$ cat src/rtl/reg_dump.sv
// Register-file dump engine: walks a (possibly wrapping) index range, reads each register
// through a one-cycle-latency read port and streams {index, data, last} beats through a
// two-entry output FIFO with valid/ready flow control.
module reg_dump #(
  parameter int unsigned DATA_W = 32,
  parameter int unsigned ADDR_W = 6
) (
  input  logic              clk,
  input  logic              rst,
  input  logic              start,
  input  logic [4:0]        first_reg,
  input  logic [4:0]        last_reg,
  output logic [ADDR_W-1:0] rd_addr,
  input  logic [DATA_W-1:0] rd_data,
  output logic              out_valid,
  input  logic              out_ready,
  output logic [DATA_W-1:0] out_data,
  output logic [4:0]        out_index,
  output logic              out_last,
  output logic              busy,
  output logic              done
);

  typedef enum logic [1:0] {StIdle, StIssue, StDrain} state_e;

  state_e state_q, state_d;

  // Issue side
  logic [4:0] issue_idx_q, issue_idx_d;    // next index to read
  logic [5:0] issue_left_q, issue_left_d;  // reads still to issue (1..32)
  logic [4:0] last_addr_q, last_addr_d;    // most recently issued index
  logic [4:0] span;
  logic       issue_en;
  logic       issue;
  logic [4:0] addr5;

  // Read in flight (address driven last cycle, data arrives this cycle)
  logic       infl_vld_q;
  logic [4:0] infl_idx_q;
  logic       infl_last_q;

  // Two-entry output FIFO
  logic [DATA_W-1:0] fifo_data_q [2];
  logic [4:0]        fifo_idx_q  [2];
  logic [1:0]        fifo_last_q;
  logic              wr_ptr_q, rd_ptr_q;
  logic [1:0]        count_q, count_d;
  logic              push, pop;
  logic [2:0]        occ_after;

  logic done_q, done_d;

  // FSM state register
  always_ff @(posedge clk) begin
    if (rst) begin
      state_q <= StIdle;
    end else begin
      state_q <= state_d;
    end
  end

  // FSM next-state logic
  always_comb begin
    state_d = state_q;
    case (state_q)
      StIdle:  if (start) state_d = StIssue;
      StIssue: if (issue && (issue_left_q == 6'd1)) state_d = StDrain;
      StDrain: if (pop && out_last) state_d = StIdle;
      default: state_d = StIdle;
    endcase
  end

  // FSM outputs
  always_comb begin
    busy     = (state_q != StIdle);
    issue_en = (state_q == StIssue);
  end

  // Issue credit: count this cycle's pop and the pending push so that every read issued now
  // is guaranteed a FIFO slot when its data lands next cycle, while still sustaining one
  // beat per cycle when the consumer never stalls.
  always_comb begin
    push      = infl_vld_q;
    pop       = out_valid && out_ready;
    occ_after = {1'b0, count_q} + {2'b00, infl_vld_q} - {2'b00, pop};
    issue     = issue_en && (occ_after < 3'd2);
    span      = last_reg - first_reg;
  end

  // Read address: the index being issued, otherwise the last one issued; zero when idle
  always_comb begin
    addr5 = issue ? issue_idx_q : last_addr_q;
    if (state_q == StIdle) addr5 = 5'd0;
    rd_addr = ADDR_W'(addr5);
  end

  // Issue-side next state: range capture on start, advance on each issued read
  always_comb begin
    issue_idx_d  = issue_idx_q;
    issue_left_d = issue_left_q;
    last_addr_d  = last_addr_q;
    if ((state_q == StIdle) && start) begin
      issue_idx_d  = first_reg;
      issue_left_d = {1'b0, span} + 6'd1;
    end else if (issue) begin
      issue_idx_d  = issue_idx_q + 5'd1;
      issue_left_d = issue_left_q - 6'd1;
      last_addr_d  = issue_idx_q;
    end
  end

  // Issue-side and in-flight registers
  always_ff @(posedge clk) begin
    if (rst) begin
      issue_idx_q  <= 5'd0;
      issue_left_q <= 6'd0;
      last_addr_q  <= 5'd0;
      infl_vld_q   <= 1'b0;
      infl_idx_q   <= 5'd0;
      infl_last_q  <= 1'b0;
    end else begin
      issue_idx_q  <= issue_idx_d;
      issue_left_q <= issue_left_d;
      last_addr_q  <= last_addr_d;
      infl_vld_q   <= issue;
      infl_idx_q   <= issue_idx_q;
      infl_last_q  <= (issue_left_q == 6'd1);
    end
  end

  // FIFO occupancy next state
  always_comb begin
    count_d = count_q;
    case ({push, pop})
      2'b10:   count_d = count_q + 2'd1;
      2'b01:   count_d = count_q - 2'd1;
      default: count_d = count_q;
    endcase
  end

  // FIFO storage and pointers; captured read data enters the tail
  always_ff @(posedge clk) begin
    if (rst) begin
      fifo_data_q[0] <= '0;
      fifo_data_q[1] <= '0;
      fifo_idx_q[0]  <= 5'd0;
      fifo_idx_q[1]  <= 5'd0;
      fifo_last_q    <= 2'b00;
      wr_ptr_q       <= 1'b0;
      rd_ptr_q       <= 1'b0;
      count_q        <= 2'd0;
    end else begin
      if (push) begin
        fifo_data_q[wr_ptr_q] <= rd_data;
        fifo_idx_q[wr_ptr_q]  <= infl_idx_q;
        fifo_last_q[wr_ptr_q] <= infl_last_q;
        wr_ptr_q              <= ~wr_ptr_q;
      end
      if (pop) begin
        rd_ptr_q <= ~rd_ptr_q;
      end
      count_q <= count_d;
    end
  end

  // Output beat is the FIFO head
  always_comb begin
    out_valid = (count_q != 2'd0);
    out_data  = fifo_data_q[rd_ptr_q];
    out_index = fifo_idx_q[rd_ptr_q];
    out_last  = fifo_last_q[rd_ptr_q];
  end

  // Completion pulse follows acceptance of the final beat
  always_comb begin
    done_d = pop && out_last;
  end

  // Completion pulse register
  always_ff @(posedge clk) begin
    if (rst) begin
      done_q <= 1'b0;
    end else begin
      done_q <= done_d;
    end
  end

  assign done = done_q;

endmodule
$ cat config.mk
export PLATFORM = sky130hd
export DESIGN_NAME = reg_dump
export DESIGN_NICKNAME = d
export VERILOG_FILES = /design/src/rtl/reg_dump.sv
export SDC_FILE = /design/constraint.sdc
export NUM_CORES = 1
export LEC_CHECK = 0
export ABC_AREA = 1
export CAP_MARGIN = 20
export CELL_PAD_IN_SITES_DETAIL_PLACEMENT = 0
export CELL_PAD_IN_SITES_GLOBAL_PLACEMENT = 1
export CORE_MARGIN = 8
export CORE_UTILIZATION = 37
export CTS_BUF_LIST = sky130_fd_sc_hd__clkbuf_8
export CTS_CLUSTER_SIZE = 30
export DETAILED_ROUTE_END_ITERATION = 10
export PLACE_DENSITY = 0.88
export SETUP_SLACK_MARGIN = 0.5
export SYNTH_ARGS = -nofsm -noshare
export SYNTH_HDL_FRONTEND = slang
export SYNTH_SLANG_ARGS = --single-unit
$ cat constraint.sdc
create_clock -name clk -period 2.65 [get_ports clk]
set_input_delay 0.53 -clock clk [delete_from_list [all_inputs] [get_ports clk]]
set_output_delay 0.53 -clock clk [all_outputs]
set_load 0.02 [all_outputs]
After elaboration in Yosys (flattened, before gate mapping):

Memory sizes are Yosys's and may differ from the RTL's. A register that Yosys moved wholly into a read port is not among the register bits.
Cells that the tools add are included.

* output and inout port bits: 47
* input port bits: 46
* bits in read-only memories: 0
* RAM bits: 74
* flip-flop bits (word level): 32
* bits in latches: 0
* word-level logic and storage cells: 81
* memories: 2

Memory list
* fifo_data_q: words 2, bits a word 32, read ports 1, clocked after memory_dff 1, write ports 2, RTL line 43 `logic [DATA_W-1:0] fifo_data_q [2];`
* fifo_idx_q: words 2, bits a word 5, read ports 1, clocked after memory_dff 1, write ports 2, RTL line 44 `logic [4:0] fifo_idx_q [2];`

* $add $sub $neg: 8
* equality and inequality tests: 8
* $mul: 0
* div/mod/pow operators: 0
* mux-type cells: 31
* reduce and logical (&&, ||, !) cells: 14
* shift operators: 0
* order comparisons: 4
* bitwise operators: 2

Operator list (number)
* $mux W32: 1
* $reduce_or A32 Y1: 1
* $mux W5: 5
* $mux W1: 16
* $mux W6: 2
* $reduce_bool A2 Y1: 4
* $add A5 B1 Y6 const B: 1
* $eq A6 B1 Y1 const B: 1
* $logic_and A1 B1 Y1: 6
* $mux W2: 3
* $pmux W2 S3: 1
* $sub A6 B1 Y6 const B: 1
* $add A5 B1 Y5 const B: 1
* $reduce_or A5 Y1: 1
* $sub A5 B5 Y5: 1
* $eq A2 B1 Y1 const B: 2
* $eq A2 B2 Y1 const B: 2
* $lt A1 B2 Y1 const B: 2
* $ne A2 B2 Y1 const B: 2
* $pmux W2 S2: 1
* $add A2 B1 Y3: 1
* $lt A3 B2 Y1 const B: 1
* $reduce_and A3 Y1: 1
* $sub A3 B1 Y3: 1
* other kinds (8): 9

Logic depth before layout (Yosys ltp):

* word-level depth: 8
* mapped depth: 18
* mapped depth without buffers: 18

Worst setup path after synthesis:

OpenSTA, ideal clock, no wires.

* path type: reg2out
* start: reg count_q[1]
* end: out rd_addr[1]
* required time: 2.120 ns
* path buffers: 1
* path slack: -0.281 ns
* stages on the path, launching flop included: 14
* data arrival time: 2.401 ns
* cell sequence: dfxtp_1 inv_2 nand2_1 nand2_1 inv_1 nand2_1 o21ai_0 nand2_1 fa_1 nand3_4 nor2_4 buf_6 o21ai_0 nor2_1

* longest elaborated chain between the ends: 7
* elaborated cells on any way between the ends: 8
* classes of those cells: 2 x add/sub; 1 x order compare; 2 x mux; 3 x reduce/logical

Ends and longest elaborated chain
* from (decl): RTL line 47 `logic [1:0] count_q, count_d;`
* from (signal assigned): RTL line 162 `count_q <= count_d;`
* $reduce_bool A2 Y1: RTL line 168 `out_valid = (count_q != 2'd0);`
* named net out_valid: RTL line 15 `output logic out_valid,`
* $logic_and A1 B1 Y1: RTL line 84 `pop = out_valid && out_ready;`
* $sub A3 B1 Y3: RTL line 85 `occ_after = {1'b0, count_q} + {2'b00, infl_vld_q} - {2'b00, pop};`
* $lt A3 B2 Y1: RTL line 86 `issue = issue_en && (occ_after < 3'd2);`
* $logic_and A1 B1 Y1: RTL line 86
* $mux W5
* $mux W5: RTL line 93 `if (state_q == StIdle) addr5 = 5'd0;`
* to (decl): RTL line 13 `output logic [ADDR_W-1:0] rd_addr,`

The timed path passes the listed nets, and every way through them passes these cells.

Final worst setup path:

* start: in out_ready
* end: out rd_addr[1]

* longest elaborated chain between the ends: 6

Ends and longest elaborated chain
* from (decl): RTL line 16 `input logic out_ready,`
* $logic_and A1 B1 Y1: RTL line 84
* $sub A3 B1 Y3: RTL line 85
* $lt A3 B2 Y1: RTL line 86
* $logic_and A1 B1 Y1: RTL line 86
* $mux W5
* $mux W5: RTL line 93

Every way passes these cells.

==> out/results.txt <==
Top cell type's share of synthesized area -> 45.3%
Top Layer Used -> met4
R2R Setup Slk -> 70 ps
Antenna Nets Post-Route -> 0
Iter 0 DRT Violations -> 223
PD cells -> 557 nW/µm²
First-pass GRT wire length -> 18900 µm
Synth area leaders -> edfxtp_1 45%, dfxtp_1 13%, mux2_2 8.5%, nor2_1 8.1%, inv_1 5.4%
Routed wire length per instance -> 14.3 µm
Total power draw -> 0.00373 W
Mux share of post-synthesis cell area -> 8.50%
Setup-failing EPs final -> 5
Avg Inst Size Synth -> 10.1 µm²
Maximum capacitance violations -> 0
Clock root buffer -> clkbuf_8
Leading area contributor after synthesis -> edfxtp_1
Via count -> 3638
Status -> complete, but fails checks
Reg2reg path depth -> 21
Flops & latches, synth -> 107
Adder-Cell Fraction of Synth Area -> 2.86%
CP Data Required Time -> 2120 ps
Final core occ -> 51.2%
Fin crit share -> 113%
Synth Area in XOR/XNOR -> 1.25%
Most frequent cells in the layout -> 98 x nor2_1, 74 x edfxtp_1, 70 x inv_1
Layout cells sized above 1 -> 30.8%
Met3 WL -> 451 µm
Final Hold Fails -> 0
Worst Clk Skew -> 8.13 ps
Post-Route WL -> 11400 µm
Worst-path cell chain -> clkdlybuf4s15_2 -> buf_4 -> o21ai_4 -> nand2_2 -> fa_2 -> nand3_4 -> nor2_4 -> buf_12 -> nand2_4 -> o21ai_4 -> nor2_4 -> buf_6
Detailed Place HPWL -> 7610 µm
Worst skew pair latency -> 360 ps
RePlAce Congestion -> 0.790
Worst-path clk slew -> 90 ps
Met1 WL -> 4870 µm
FMAX -> 335 MHz
H-tree depth -> 3
Post-route setup slack -> -334 ps
Initial Util -> 37.5%
Worst R2R End -> issue_left_q[4]$_SDFFE_PP0P_
Final nets -> 672
Post-synth ARST share -> 0%
Vias in the first global route -> 3974
Seq/Total Area, Yosys -> 58.8%
Largest net degree at the start of global routing -> 39
# hold bufs at CTS -> 0
Primary FF master, synth -> edfxtp_1
Die X -> 131 µm
Die height -> 131 µm
GR Overflow Total -> 0
Vias/cell -> 4.56
Hold Path Sink -> fifo_last_q[0]$_SDFFE_PP0P_
FP Rows -> 42
Largest family of logic cells by synthesized area -> simple AND/OR/NAND/NOR gates
Final slew viol count -> 0
Yosys warnings -> 0
Failing checks -> negative setup slack
Met2 Wirelength -> 5800 µm
CP max-delay cell -> fa_2
Simple-gate share of the synthesized area -> 16.4%
Initial antenna violation count -> 0
CTS tree -> built
Num CTS Buffers -> 9
Post-synth EDFFs -> 74
RSZ-0062 raised after global routing -> true
# DRC -> 0
Most common cell after layout, fill and taps aside -> nor2_1
Hold depth -> 2
Die area -> 17200 µm²
Worst min-delay path class -> register to register
Port bufs -> 91
Ant diodes -> 0
Max IR drop VDD -> 0.000194 V
Crit Path Max Fanout -> 6
Kind of critical path -> primary input to primary output
Clock buffer depth -> 2
Synth Cell Area -> 4900 µm²
Yosys cell types -> 33
Crit path time final -> 2980 ps
Core area -> 13100 µm²
# fillers -> 1148
Leak -> 2.87 nW
Drt pass-1 iters -> 4
Sink Count -> 107
I/O Pins -> 93
Crit. End Element -> primary output
Total GRT Usage -> 13.4%
Post-Syn Instances -> 486
Area delta synth->final -> 36.6%
Peak per-stage delay on the critical path -> 570 ps
Synth Area in Compound Gates -> 4.26%
Worst Setup Start Kind -> primary input
HP Start -> infl_last_q$_SDFF_PP0_
Data arrival, critical path -> 2450 ps
Syn Nets -> 542
Worst reg2reg path startpoint -> count_q[0]$_SDFFE_PP0P_
sequential cells by signal (all words and copies together) (netlist names), 2 cells and up, named ones only:
signal	flops
issue_left_q	6
state_q	2
fifo_data_q	64
fifo_idx_q	10
infl_idx_q	5
count_q	2
issue_idx_q	5
fifo_last_q	2
last_addr_q	5
repair_timing:
action	CTS	global route
buffers inserted	14	11
resized for setup	188	38
pin swaps	13	11
cloned	1	0
setup endpoints to repair	63	33
cells in the mapped netlist, types with 2 or more instances:
| library cell | instances |
|---|---|
| a21oi_1 | 13 |
| nor2_4 | 2 |
| nand2_1 | 56 |
| dfxtp_1 | 33 |
| nand3_1 | 19 |
| buf_6 | 2 |
| nor2_1 | 106 |
| edfxtp_1 | 74 |
| ha_1 | 8 |
| inv_1 | 71 |
| nand2_4 | 3 |
| clkbuf_1 | 7 |
| a31oi_1 | 3 |
| buf_2 | 8 |
| nor3_1 | 2 |
| xnor2_1 | 2 |
| o211ai_1 | 2 |
| inv_2 | 4 |
| mux2_2 | 37 |
| nand4_1 | 2 |
| fa_1 | 2 |
| xor2_1 | 5 |
| o21ai_0 | 15 |
cells by family (layout without fill, tap and decap cells):
logic type                 Yosys count  count (layout)
AOI/OAI and AO/OA                   38              38
DFF                                107             107
buffers and inverters               94             229
adders and majority gates           10              10
xor gates and xnor gates             7               7
muxes                               37              37
other                                1               1
and+or+nand+nor                    192             192
routing by layer:
| layer | global-route usage [%] | up-vias |
|---|---|---|
| li1 | - | 1826 |
| met1 | 14.3 | 1713 |
| met2 | 24.5 | 81 |
| met3 | 2.97 | 18 |
| met4 | 6.20 | 0 |
| met5 | 0 | - |
worst max-delay path, delay by kind of cell:
kind	cells	cell delay (ps)
compound gates	2	210
simple gates	5	430
fa+ha+maj	1	570
buf+inv	4	710
worst max path at each step:
stage / slack, ps / from / depth (start not counted) / end
final: -330 / out_ready / 12 / rd_addr[1]
after floorplan: 70 / out_ready / 11 / rd_addr[4]
after global routing: -430 / count_q[1]$_SDFFE_PP0P_ / 15 / rd_addr[2]
after global placement: -1150 / out_ready / 13 / rd_addr[4]
after detailed placement: -1150 / out_ready / 13 / rd_addr[4]
after CTS: -360 / count_q[1]$_SDFFE_PP0P_ / 15 / rd_addr[2]
final cells by class:
cell class	instances	area [µm²]	area share (%)
repair buffers	137	1230	18.4
multi-input cells	285	1860	27.8
flip-flops and latches	107	2890	43.2
clock buffers	9	124	1.85
clock inverters	7	60.1	0.897
well taps	176	220	3.29
inverters	76	303	4.52
metrics by stage:
stage,setup TNS [ps],worst slack [ps],hold slack [ps],std cells,instance area (µm²)
floorplan,0,73.2,443,486,5040
global placement,-8620,-1150,454,755,6280
detailed placement,-9140,-1150,473,755,6280
CTS,-1650,-362,487,786,6600
global route,-2170,-432,518,797,6700
finish,-1510,-334,483,797,6700
where the power goes:
group | internal [W] | switching [W]
Sequential | 0.00188 | 0.0000517
Combinational | 0.000397 | 0.000452
Clock | 0.000427 | 0.000519
Total | 0.00271 | 0.00102
(Power assumes the default switching activity.)
